## config.mk

```make
export PLATFORM = sky130hd
export DESIGN_NAME = proc_mode_ctrl
export DESIGN_NICKNAME = d
export VERILOG_FILES = /design/src/rtl/proc_pkg.sv /design/src/rtl/sw_debounce.sv /design/src/rtl/proc_mode_ctrl.sv
export SDC_FILE = /design/constraint.sdc
export NUM_CORES = 1
export LEC_CHECK = 0
export ABC_AREA = 1
export BUFFER_PORTS_ARGS = -buffer_cell sky130_fd_sc_hd__buf_2
export CORE_UTILIZATION = 30
export CTS_CLUSTER_SIZE = 12
export DETAILED_ROUTE_END_ITERATION = 12
export PLACE_DENSITY = 0.48
export SLEW_MARGIN = 20
export SYNTH_ARGS = -nofsm -noshare
export SYNTH_HDL_FRONTEND = slang
export SYNTH_HIERARCHICAL = 1
export SYNTH_SLANG_ARGS = --single-unit
```

## constraint.sdc

```tcl
create_clock -name clk -period 3 [get_ports clk]
set_input_delay 0.6 -clock clk [delete_from_list [all_inputs] [get_ports clk]]
set_output_delay 0.6 -clock clk [all_outputs]
set_load 0.1 [all_outputs]
```

## src/rtl/proc_pkg.sv

```systemverilog
// Shared mode codes, FSM states and video timing for the
// camera-to-VGA processing-mode controller.
package proc_pkg;

  localparam logic [2:0] MODE_NORMAL = 3'b000;
  localparam logic [2:0] MODE_BRIGHT = 3'b001;
  localparam logic [2:0] MODE_BLUR   = 3'b101;
  localparam logic [2:0] MODE_EDGE   = 3'b110;
  localparam logic [2:0] MODE_GAME   = 3'b111;

  typedef enum logic [1:0] {
    RUN,
    PEND,
    FLUSH
  } state_t;

  localparam int H_ACT = 640;
  localparam int V_ACT = 480;
  localparam int PAD   = 2;

  // Modes whose stages need line buffers filled before output is valid
  function automatic logic needs_warm(input logic [2:0] m);
    return (m == MODE_BLUR) || (m == MODE_EDGE);
  endfunction

endpackage

```

## src/rtl/sw_debounce.sv

```systemverilog
// Two-flop synchroniser plus stability counter for the mode switches.
// candidate only follows sw after it has been steady long enough.
module sw_debounce #(
  parameter int STABLE_CYC = 1024,
  parameter int W          = 3
) (
  input  logic         clk,
  input  logic         rst,
  input  logic [W-1:0] sw,
  output logic [W-1:0] candidate
);

  localparam int CW = $clog2(STABLE_CYC) + 1;
  localparam logic [CW-1:0] CMAX = CW'(STABLE_CYC - 1);

  logic [W-1:0]  s1;
  logic [W-1:0]  s2;
  logic [W-1:0]  s3;
  logic [CW-1:0] cnt;
  logic          chg;

  assign chg = (s2 != s3);

  always_ff @(posedge clk or posedge rst) begin
    if (rst) begin
      s1        <= '0;
      s2        <= '0;
      s3        <= '0;
      cnt       <= '0;
      candidate <= '0;
    end else begin
      s1 <= sw;
      s2 <= s1;
      s3 <= s2;
      if (chg)
        cnt <= '0;
      else if (cnt != CMAX)
        cnt <= cnt + 1'b1;
      if (!chg && cnt == CMAX)
        candidate <= s2;
    end
  end

endmodule

```

## src/rtl/proc_mode_ctrl.sv

```systemverilog
// Frame-synchronous mode controller: applies debounced mode changes at
// vsync, masks output during line-buffer warm-up, strobes blur padding.
module proc_mode_ctrl
  import proc_pkg::*;
#(
  parameter int STABLE_CYC = 1024,
  parameter int WARM_LINES = 2,
  parameter int H_ACT      = proc_pkg::H_ACT,
  parameter int V_ACT      = proc_pkg::V_ACT,
  parameter int PAD        = proc_pkg::PAD,
  parameter int FRAME_W    = 8
) (
  input  logic               clk,
  input  logic               vga_reset,
  input  logic [2:0]         mode_sw,
  input  logic               vga_vs_n,
  input  logic [12:0]        row,
  input  logic [12:0]        col,
  output logic [2:0]         active_mode,
  output logic               bright_en,
  output logic               blur_en,
  output logic               edge_en,
  output logic               game_en,
  output logic               pad_zero,
  output logic               out_mask,
  output logic               busy,
  output logic [FRAME_W-1:0] frame_cnt
);

  localparam int LW = $clog2(WARM_LINES + 1) + 1;
  localparam logic [LW-1:0] WARM = LW'(WARM_LINES);
  localparam logic [12:0] H_A  = 13'(H_ACT);
  localparam logic [12:0] V_A  = 13'(V_ACT);
  localparam logic [12:0] P_A  = 13'(PAD);
  localparam logic [12:0] H_HI = 13'(H_ACT - PAD);
  localparam logic [12:0] V_HI = 13'(V_ACT - PAD);

  logic [2:0] candidate;

  sw_debounce #(
    .STABLE_CYC(STABLE_CYC),
    .W         (3)
  ) u_deb (
    .clk      (clk),
    .rst      (vga_reset),
    .sw       (mode_sw),
    .candidate(candidate)
  );

  logic vs_s1, vs_s2, vs_d;
  logic frame_start;
  logic [12:0] row_r, col_r, col_rr;
  logic line_start;

  assign frame_start = vs_d & ~vs_s2;
  assign line_start  = (col_r == '0) && (col_rr != '0) && (row_r < V_A);

  always_ff @(posedge clk or posedge vga_reset) begin
    if (vga_reset) begin
      vs_s1     <= 1'b1;
      vs_s2     <= 1'b1;
      vs_d      <= 1'b1;
      row_r     <= '0;
      col_r     <= '0;
      col_rr    <= '0;
      frame_cnt <= '0;
    end else begin
      vs_s1  <= vga_vs_n;
      vs_s2  <= vs_s1;
      vs_d   <= vs_s2;
      row_r  <= row;
      col_r  <= col;
      col_rr <= col_r;
      if (frame_start)
        frame_cnt <= frame_cnt + 1'b1;
    end
  end

  state_t        state, state_n;
  logic [2:0]    pending, pend_n;
  logic [2:0]    active_n;
  logic          mask_n;
  logic [LW-1:0] line_cnt, lcnt_n;
  logic          ret_flush, retf_n;

  always_ff @(posedge clk or posedge vga_reset) begin
    if (vga_reset) begin
      state       <= RUN;
      pending     <= MODE_NORMAL;
      active_mode <= MODE_NORMAL;
      out_mask    <= 1'b0;
      line_cnt    <= '0;
      ret_flush   <= 1'b0;
    end else begin
      state       <= state_n;
      pending     <= pend_n;
      active_mode <= active_n;
      out_mask    <= mask_n;
      line_cnt    <= lcnt_n;
      ret_flush   <= retf_n;
    end
  end

  always_comb begin
    state_n  = state;
    pend_n   = pending;
    active_n = active_mode;
    mask_n   = out_mask;
    lcnt_n   = line_cnt;
    retf_n   = ret_flush;
    unique case (state)
      RUN: begin
        if (candidate != active_mode) begin
          pend_n  = candidate;
          retf_n  = 1'b0;
          state_n = PEND;
        end
      end
      PEND: begin
        if (candidate == active_mode) begin
          state_n = ret_flush ? FLUSH : RUN;
        end else if (frame_start) begin
          active_n = pending;
          pend_n   = candidate;
          if (needs_warm(pending)) begin
            mask_n  = 1'b1;
            lcnt_n  = '0;
            state_n = FLUSH;
          end else begin
            mask_n  = 1'b0;
            state_n = RUN;
          end
        end else begin
          pend_n = candidate;
        end
      end
      FLUSH: begin
        if (line_start)
          lcnt_n = line_cnt + 1'b1;
        if (candidate != active_mode) begin
          pend_n  = candidate;
          retf_n  = 1'b1;
          state_n = PEND;
        end else if (lcnt_n >= WARM) begin
          mask_n  = 1'b0;
          state_n = RUN;
        end
      end
      default: state_n = RUN;
    endcase
  end

  always_comb begin
    busy = (state != RUN);
  end

  logic border;

  assign border = (row < P_A) || (row >= V_HI) ||
                  (col < P_A) || (col >= H_HI) ||
                  (row >= V_A) || (col >= H_A);

  always_ff @(posedge clk or posedge vga_reset) begin
    if (vga_reset) begin
      bright_en <= 1'b0;
      blur_en   <= 1'b0;
      edge_en   <= 1'b0;
      game_en   <= 1'b0;
      pad_zero  <= 1'b0;
    end else begin
      bright_en <= (active_mode == MODE_BRIGHT);
      blur_en   <= (active_mode == MODE_BLUR);
      edge_en   <= (active_mode == MODE_EDGE);
      game_en   <= (active_mode == MODE_GAME);
      pad_zero  <= blur_en & border;
    end
  end

endmodule

```

-- Word level (Yosys, flattened, before mapping)
Index checks and enable logic that the tools add are counted.
W data, S select, Z words.
- bits in registers: 91
- input bits: 32
- output and inout port bits: 18
- word-level logic and storage cells: 114
- add/subtract/negate cells: 3
- $lt $le $gt $ge: 8
- equal/unequal tests: 23
- muxes and demuxes: 28
- bitwise operators: 4
- reduce and logical (&&, ||, !) cells: 25
- operators by type and width (operator ; count):
    $ge A13 B10 Y1 const B ; 2
    $ge A13 B9 Y1 const B ; 2
    $lt A13 B2 Y1 const B ; 2
    $mux W11 ; 2
    $mux W3 ; 7
    $eq A3 B3 Y1 const B ; 5
    $mux W2 ; 7
    $ne A2 B2 Y1 const B ; 7
    $logic_not A13 Y1 ; 1
    $lt A13 B9 Y1 const B ; 1
    $reduce_bool A13 Y1 ; 1
    $pmux W3 S2 ; 2
    $reduce_and A3 Y1 ; 4
    $add A11 B1 Y11 const B ; 1
    $eq A11 B10 Y1 const B ; 1
    $ne A11 B10 Y1 const B ; 1
    $reduce_bool A2 Y1 ; 5
    $add A8 B1 Y8 const B ; 1
    $mux W1 ; 7
    $logic_or A1 B1 Y1 ; 6
    $ne A3 B3 Y1 ; 2
    $ne A3 B3 Y1 const B ; 2
    $pmux W2 S3 ; 1
    $reduce_and A5 Y1 ; 1
    15 further kinds ; 20

-- Depth between registers and ports, before layout
Gate-level depths: netlist of run 1.
- depth in word-level cells: 9
- depth in mapped cells: 13
- mapped depth without buffers: 13

-- Modules after synthesis
Netlist of run 1, hierarchy kept.
- by module, submodules not included (module ; times used ; cells each ; area each (sq um)):
    proc_mode_ctrl ; 1 ; 244 ; 2560.0
    sw_debounce ; 1 ; 114 ; 1038.5

-- Worst setup path after synthesis of run 1
No wires, ideal clock.
- path type: reg2reg
- from: reg active_mode[1]
- to: reg pending[0]
- arrival time: 1.815 ns
- required time: 2.872 ns
- slack: 1.058 ns
- stages on the path, launching flop included: 5
- clock period less this slack: 1.942 ns
- path through: dfrtp_1 -> xnor2_1 -> nand3_4 -> o21ai_2 -> mux2_1
- cells in the longest elaborated chain, start to end: 3
- RTL lines (what ; RTL line ; text):
    start, declared ; proc_mode_ctrl.sv:19 ; output logic [2:0] active_mode,
    start signal, assigned ; proc_mode_ctrl.sv:97 ; active_mode <= active_n;
    $ne A3 B3 Y1 / $eq A3 B3 Y1 (equally long branches) ; proc_mode_ctrl.sv:113, proc_mode_ctrl.sv:140, proc_mode_ctrl.sv:120 ;
    $ne A2 B1 Y1 (no line) / $ne A2 B2 Y1 (equally long branches) ; -- ;
    $reduce_and A3 Y1 (no line) (*) ; -- ;
    end signal, assigned ; proc_mode_ctrl.sv:96 ; pending <= pend_n;
    end, declared ; proc_mode_ctrl.sv:80 ; logic [2:0] pending, pend_n;
Every way passes the cells marked *; elsewhere a longest branch is shown, timed or not.
A chain may end at the register's enable or synchronous reset.

-- Worst setup path in the final report of run 1
- from: reg state[0]
- to: out busy
- cells in the longest elaborated chain, start to end: 1
- RTL lines (what ; RTL line ; text):
    start, declared ; proc_mode_ctrl.sv:79 ; state_t state, state_n;
    start signal, assigned ; proc_mode_ctrl.sv:95 ; state <= state_n;
    $reduce_bool A2 Y1 ; proc_mode_ctrl.sv:154 ; busy = (state != RUN);
    end, declared ; proc_mode_ctrl.sv:26 ; output logic busy,
Every way passes these cells.

==> impl_metrics.ini, run 1 <==
[place]
gp_congestion = 0.760
post-place-ws_ns = 1.39
dpl-instance-area_sq_um = 4040
dpl.hpwl_microns = 5010
port_buffers = 48

[status]
violations = DRC
outcome = finished, violations left

[worst_setup_path]
crit_path_max_fanout = 4
path_cells = inv_2 > nand2_1 > buf_2
crit_arrival_ns = 1.38
max_stage_delay_ns = 0.45
critPathRequiredTime_ns = 2.40
worst_path_max_delay_cell = dfrtp_1
criticalPathCategory = reg -> out
end_kind = primary output
worstSetupStartpointType = register
worstPathBufferInverterCount = 2
critical_path.top_delay_family = buffers and inverters

[grt]
first_global_vias = 2494
grt_start_max_net_pins = 36
grt.met3_usage_pct = 3.86
grt_use_met2_pct = 21.2
grt_pass1_wl_microns = 11600
antenna_found_initial = 0
grt.met1_usage_pct = 13.4
gr-usage-all-layers_pct = 12.1
grt-ovfl-total = 0
grt_busiest_layer = met2

[final_layout]
fin_nets = 453
final_area_sq_um = 4350
area_delta_synth_final_pct = 20.9
num-fill-cells = 1153
utilization_pct = 37.6
antenna_cells = 0
drive_above_1_share_pct = 23.4
final_common_cell = nand2_1
layout_common_cells = 84 x nand2_1, 83 x dfrtp_1, 48 x buf_2

[floorplan]
core_area_sq_um = 11600
fp.dieH_microns = 112
fp.dieW_microns = 112
rows = 39
initial_core_util_pct = 31.1
die_area_sq_um = 12400
pin_count = 50

[cts]
cts_setup_buffers = 0
clk_pin_slew_worst_paths_ns = 0.06
clock_latency_ns = 0.34
clockBufferDepth = 2
cts-buffers-inserted = 9
post_cts_resize_count = 0
cts_tree = built
cts_root_buf = clkbuf_16
hold_buffers = 0
htreeDepth = 3
cts.sinks = 86

[route]
drt-pass1-iter-count = 8
wirelength_microns = 6730
drc = 4
drtAntennaViolNets = 0
wl_per_cell_microns = 11.9
first_iter_violations = 107
viasPerCell = 4.34
vias = 2457

[timing]
min_period_ns = 1.98
finalSetupTns_ns = 0
relSlewSlack_pct = 41.3
rsz0062_at_grt = false
setup_slack_ns = 1.02
worstMarginPinSlew_ns = 0.880
timing.clock.skew_ns = 0.00769
holdWs_ns = 0.348
clock.fmax_mhz = 506
hold_viol = 0
fin_crit_sh_pct = 65.9
setup_viol_count_final = 0
slew_violations = 0

[flow_run]
drv_cap = 0

[synthesis]
syn_area_per_cell_sq_um = 10.1
synthesis.instances = 358
ys_ff_latch = 86
ys_types = 33
yosysTopAreaCell = dfrtp_1
syn_nets = 393
syn-cell-area_sq_um = 3600
synthTopCellsByArea = dfrtp_1 58%, nand2_1 8.8%, inv_1 4.3%
ys_warn_count = 6
netlist.area_leader.share_pct = 57.7
yosysSeqAreaShare_pct = 59.9

[power_and_ir_drop]
power.leakage_nw = 2.23
vdd_ir_drop_max_mv = 0.286
powerDensity_nw_per_um2 = 658

[worst_hold_path]
min_path_type = reg -> reg
==> synth_stat cells, drive strengths merged <==
master	instances
or2	2
nor2	43
a41oi	1
o31ai	2
dfstp	3
mux2	3
nor4	3
dfrtp	83
a21oi	6
xnor2	8
a21boi	1
nand2	91
nand3	23
nor3b	1
inv	45
nor3	7
xor2	9
o21ai	13
ha	3
nand3b	2
nand4	9
==> stage by stage <==
step,power (mW),std cells
finish,2.86,566
detailed placement,1.74,550
floorplan,1.64,358
global placement,1.73,550
global route,2.99,566
CTS,2.91,566
==> routing by layer <==
metal,part of all wire (%),routed length (microns),up-vias
li1,-,-,1258
met1,43,2920,1159
met2,52,3470,34
met3,3.8,255,6
met4,1.2,81,0
met5,0,0,-
==> flip-flops by register name (all words and copies together), names as in the netlist, 2 cells and up <==
signal,cells
frame_cnt,8
u_deb/s2,3
u_deb/s1,3
pending,3
u_deb/candidate,3
row_r,8
u_deb/s3,3
col_r,13
active_mode,3
col_rr,13
line_cnt,3
u_deb/cnt,11
state,2
==> final cells by class <==
class	instances	area [sq um]	share of cell area [%]
multi-input cells	227	1270	29.3
clock inverters	6	75.1	1.73
clock buffers	10	239	5.49
flip-flops and latches	86	2160	49.5
repair buffers	49	260	5.98
well taps	143	179	4.11
inverters	45	169	3.88
==> where the power goes <==
group,total [mW],internal [mW],switching [mW]
Combinational,0.425,0.0799,0.345
Clock,1.15,0.681,0.472
Sequential,1.28,1.23,0.0564
==> kinds of logic (layout without fill, tap and decap cells) <==
group                      count (synthesis)  after routing  synth area share, %
and+or+nand+nor                          181            181                 25.5
muxes                                      3              3                0.939
xor gates and xnor gates                  17             17                 4.14
AOI/OAI and AO/OA                         23             23                 3.82
adders and majority gates                  3              3                 1.04
buffers and inverters                     45            110                 4.69
DFF                                       86             86                 59.9
==> final timing paths <==
path                              startpoint            endpoint  slack [ns]  depth (start not counted)
worst max-delay path                state[0]                busy        1.02                          3
worst min-delay path             u_deb/s1[2]         u_deb/s2[2]        0.35                          0
worst max register to register  u_deb/cnt[0]  u_deb/candidate[1]        1.49                          6
worst min register to register   u_deb/s1[2]         u_deb/s2[2]        0.35                          0
max in group asynchronous          vga_reset         u_deb/s3[2]        1.99                          2
min in group asynchronous          vga_reset      active_mode[1]        0.36                          2
Note: power is estimated with default switching activity, not from simulation.
==> run 2, diff against run 1 <==
PLACE_DENSITY = 0.5   (was 0.48)
clock period = 1.71 ns   (was 3 ns; I/O delays follow)
==> impl_metrics.ini, run 2 (synthesis gave the netlist of run 1 again) <==
[power_and_ir_drop]
power.leakage_nw = 2.23
vdd_ir_drop_max_mv = 0.365
power_mw = 5.11
powerDensity_nw_per_um2 = 1160

[route]
drc = 4
wirelength_microns = 6710
first_iter_violations = 80
viasPerCell = 4.45
vias = 2524
drtAntennaViolNets = 0
wl_per_cell_microns = 11.8
drt-pass1-iter-count = 10

[status]
outcome = finished, violations left
violations = DRC

[worst_setup_path]
max_stage_delay_ns = 0.46
crit_arrival_ns = 1.23
crit_path_max_fanout = 4
worstPathBufferInverterCount = 1
path_cells = buf_2
criticalPathCategory = reg -> out
worstSetupStartpointType = register
worst_path_max_delay_cell = buf_2
critical_path.top_delay_family = buffers and inverters
end_kind = primary output
critPathRequiredTime_ns = 1.37

[place]
dpl-instance-area_sq_um = 4080
port_buffers = 48
gp_congestion = 0.766
dpl.hpwl_microns = 5050

[floorplan]
initial_core_util_pct = 31.1
fp.dieW_microns = 112
die_area_sq_um = 12400
fp.dieH_microns = 112
core_area_sq_um = 11600
pin_count = 50
rows = 39

[grt]
antenna_found_initial = 0
gr-usage-all-layers_pct = 12.1
grt_busiest_layer = met2
grt.met1_usage_pct = 14.3
grt_start_max_net_pins = 26
first_global_vias = 2484
grt_use_met2_pct = 20.3
grt-ovfl-total = 0
grt_pass1_wl_microns = 11700
grt.met3_usage_pct = 3.81

[timing]
clock.fmax_mhz = 634
timing.clock.skew_ns = 0.00724
rsz0062_at_grt = false
finalSetupTns_ns = 0
slew_violations = 0
setup_viol_count_final = 0
fin_crit_sh_pct = 92.2
min_period_ns = 1.58
worstMarginPinSlew_ns = 0.505
hold_viol = 0
relSlewSlack_pct = 66.5

[final_layout]
layout_common_cells = 84 x nand2_1, 76 x dfrtp_1, 47 x buf_2
area_delta_synth_final_pct = 22.4
drive_above_1_share_pct = 25.2
fin_nets = 455
multi_input_area_sq_um = 1270
antenna_cells = 0
reg_top3 = col_r: 13 flops, col_rr: 13 flops, u_deb/cnt: 11 flops
num-fill-cells = 1173
final_common_cell = nand2_1
final_area_sq_um = 4400
register_area_sq_um = 2160

[cts]
hold_buffers = 0
clk_pin_slew_worst_paths_ns = 0.07
cts-buffers-inserted = 9
cts_tree = built
htreeDepth = 3
clockBufferDepth = 2
cts.sinks = 86
clock_latency_ns = 0.34
cts_root_buf = clkbuf_16

[worst_hold_path]
min_path_type = in -> async

[flow_run]
drv_cap = 0
run 2: cell types whose count changed in the layout (fill, tap and decap cells not counted), sizes merged:
| cell | change |
|---|---|
| inv | -4 |
| buf | +2 |
| clkinvlp | +2 |
| bufinv | +1 |
run 2: final cells by class:
cell class / count / share of cell area (%)
clock inverters: 5 / 1.90
inverters: 45 / 3.92
repair buffers: 51 / 6.59
flip-flops and latches: 86 / 49.2
clock buffers: 10 / 5.43
multi-input cells: 227 / 28.9
well taps: 143 / 4.06
run 2: final timing paths:
path                         startpoint            to  slack (ns)  depth (start not counted)
setup / recovery           frame_cnt[4]  frame_cnt[4]        0.13                          1
hold / removal                vga_reset      pad_zero        0.04                          2
setup reg to reg           u_deb/cnt[0]  u_deb/cnt[5]        0.20                          7
hold reg to reg             u_deb/s1[2]   u_deb/s2[2]        0.36                          0
max in group asynchronous     vga_reset         vs_s1        1.14                          3
min in group clk               vga_vs_n         vs_s1        0.11                          1
run 2: report_power, final:
part	internal (mW)	switching (mW)	total, mW
Clock	1.31	0.780	2.09
Combinational	0.146	0.611	0.757
Sequential	2.16	0.0975	2.26
run 2: through the flow:
step | hold WS, ns | setup WS (ns) | util [%] | instances
after floorplan | 0.331 | 0.0681 | - | 358
after global placement | 0.331 | 0.234 | 35.3 | 552
after detailed placement | 0.340 | 0.215 | 35.3 | 552
after CTS | 0.0375 | 0.109 | 38.1 | 567
after global routing | 0.0649 | 0.0219 | 38.1 | 567
final | 0.0352 | 0.134 | 38.1 | 567
run 2: timing repair:
item                       CTS  global route
setup endpoints to repair    1             0
resized for setup            1             0
buffers inserted             0             0
run 2: worst reg2reg max path, stage by stage (launching register included):
cell     delay, ns
dfrtp_1       0.44
ha_1          0.25
inv_1         0.09
nor2_4        0.17
nand3_4       0.18
nor2_8        0.19
inv_2         0.07
nand2_1       0.07
run 2: layer usage:
layer | wire, microns | share of wire (%)
met3 | 320 | 4.8
met4 | 102 | 1.5
met5 | 0 | 0
met1 | 2950 | 44
met2 | 3340 | 50
==> run 3, diff against run 2 <==
SLEW_MARGIN = not set   (was 20)
SYNTH_HIERARCHICAL = not set   (was 1)
==> impl_metrics.ini, run 3 <==
[place]
post-place-ws_ns = 0.0645
dpl-instance-area_sq_um = 3910
port_buffers = 48
gp_congestion = 0.777
dp_cells = 533
dpl.hpwl_microns = 4710

[grt]
grt-ovfl-total = 0
antenna_found_initial = 0
grt_pass1_wl_microns = 10800
first_global_vias = 2337
grt_start_max_net_pins = 87
gr-usage-all-layers_pct = 12.4

[power_and_ir_drop]
power_mw = 4.90
powerDensity_nw_per_um2 = 1160
power.leakage_nw = 2.02
vdd_ir_drop_max_mv = 0.785

[timing]
clock.fmax_mhz = 636
finalSetupTns_ns = 0
fin_crit_sh_pct = 91.9
timing.clock.skew_ns = 0.00805
relSlewSlack_pct = 65.4
setup_slack_ns = 0.138
rsz0062_at_grt = false
slew_violations = 0
min_period_ns = 1.57
setup_viol_count_final = 0
worstMarginPinSlew_ns = 0.522
holdWs_ns = 0.102
hold_viol = 0

[cts]
cts_root_buf = clkbuf_16
clockBufferDepth = 2
clk_pin_slew_worst_paths_ns = 0.06
clock_latency_ns = 0.34
hold_buffers = 0
cts-buffers-inserted = 9
htreeDepth = 3
cts_tree = built
cts.sinks = 86

[synthesis]
syn_area_per_cell_sq_um = 10.1
ys_warn_count = 0
synthTopCellsByArea = dfrtp_1 61%, nand2_1 5.6%, nor2_1 5.3%
yosysSeqAreaShare_pct = 63.5
synthesis.instances = 336
ys_top_cells_by_count = 83 x dfrtp_1, 51 x nand2_1, 48 x nor2_1
async_flop_share_pct = 100
netlist.area_leader.share_pct = 61.2
ys.flop_type = dfrtp_1
ys_types = 30
ys_ff_latch = 86
yosysTopAreaCell = dfrtp_1
synth.most_common_cell = dfrtp_1
syn-cell-area_sq_um = 3390
synth_edf_count = 0
syn_nets = 371

[route]
drtAntennaViolNets = 0
wl_met3_microns = 414
wl_met1_microns = 2840
drc = 0
first_iter_violations = 93
vias = 2403
wirelength_microns = 6390
wl_per_cell_microns = 11.6
drt-pass1-iter-count = 4
top_layer_used = met4
viasPerCell = 4.37
wl_met2_microns = 3080

[floorplan]
rows = 38
die_area_sq_um = 11700
fp.dieW_microns = 108
pin_count = 50
fp.dieH_microns = 108
initial_core_util_pct = 31.0
core_area_sq_um = 10900

[final_layout]
utilization_pct = 38.6
layout_common_cells = 76 x dfrtp_1, 50 x nand2_1, 48 x nor2_1
drive_above_1_share_pct = 25.4
antenna_cells = 0
fin_nets = 440
num-fill-cells = 1107
final_area_sq_um = 4220
area_delta_synth_final_pct = 24.5
instances_no_fill = 550
reg_top3 = col_r: 13 flops, col_rr: 13 flops, u_deb.cnt: 11 flops
final_common_cell = dfrtp_1

[worst_setup_path]
end_kind = primary output
max_stage_delay_ns = 0.45
critPathRequiredTime_ns = 1.37
criticalPathCategory = reg -> out
crit_arrival_ns = 1.23
crit_path_max_fanout = 5
cp-startpoint = active_mode[1]
worstSetupStartpointType = register
path_cells = buf_2
worst_path_max_delay_cell = dfrtp_4
critical_path.top_delay_family = flip-flops
r2r_start = active_mode[0]
worstPathBufferInverterCount = 1

[flow_run]
drv_cap = 0

[worst_hold_path]
min_from = vga_vs_n
min_path_type = in -> reg

[status]
outcome = complete, no violations
run 3: final cells by class:
class | count | area [sq um] | share of cell area (%)
inverters | 46 | 176 | 4.18
repair buffers | 58 | 330 | 7.82
clock inverters | 6 | 51.3 | 1.21
well taps | 140 | 175 | 4.15
multi-input cells | 204 | 1080 | 25.6
flip-flops and latches | 86 | 2170 | 51.4
clock buffers | 10 | 239 | 5.66
run 3: routing by layer:
layer	vias up	track usage (%)
met5	-	0
met4	0	4.05
li1	1219	-
met2	40	19.7
met1	1139	14.7
met3	5	6.09
run 3: path summary, 6_finish.rpt:
check / end / slack (ns) / cells past startpoint
setup / recovery: active_mode[1] / 0.14 / 1
hold / removal: vs_s1 / 0.10 / 1
setup reg to reg: pending[2] / 0.15 / 4
hold reg to reg: u_deb.s2[0] / 0.35 / 0
max in group asynchronous: active_mode[0] / 1.20 / 3
min in group asynchronous: row_r[5] / 0.13 / 3
run 3: logic make-up after synthesis:
logic type	count (synthesis)	synth area share, %
flops	86	63.5
fa+ha+maj	3	1.11
mux	2	0.664
xor+xnor	17	4.39
compound gates	33	5.35
simple gates	149	19.9
buf+inv	46	5.09
run 3: repair_timing:
item,in CTS,in global routing
endpoints found under the setup margin,0,8
buffers inserted,0,1
resized for setup,0,6
hold endpoints to repair,0,0
run 3: where the power goes:
group | internal, mW | switching (mW) | leakage (nW)
clock | 1.04 | 0.813 | 0.140
combinational | 0.155 | 0.643 | 0.805
sequential | 2.17 | 0.0814 | 1.07
total | 3.37 | 1.54 | 2.02
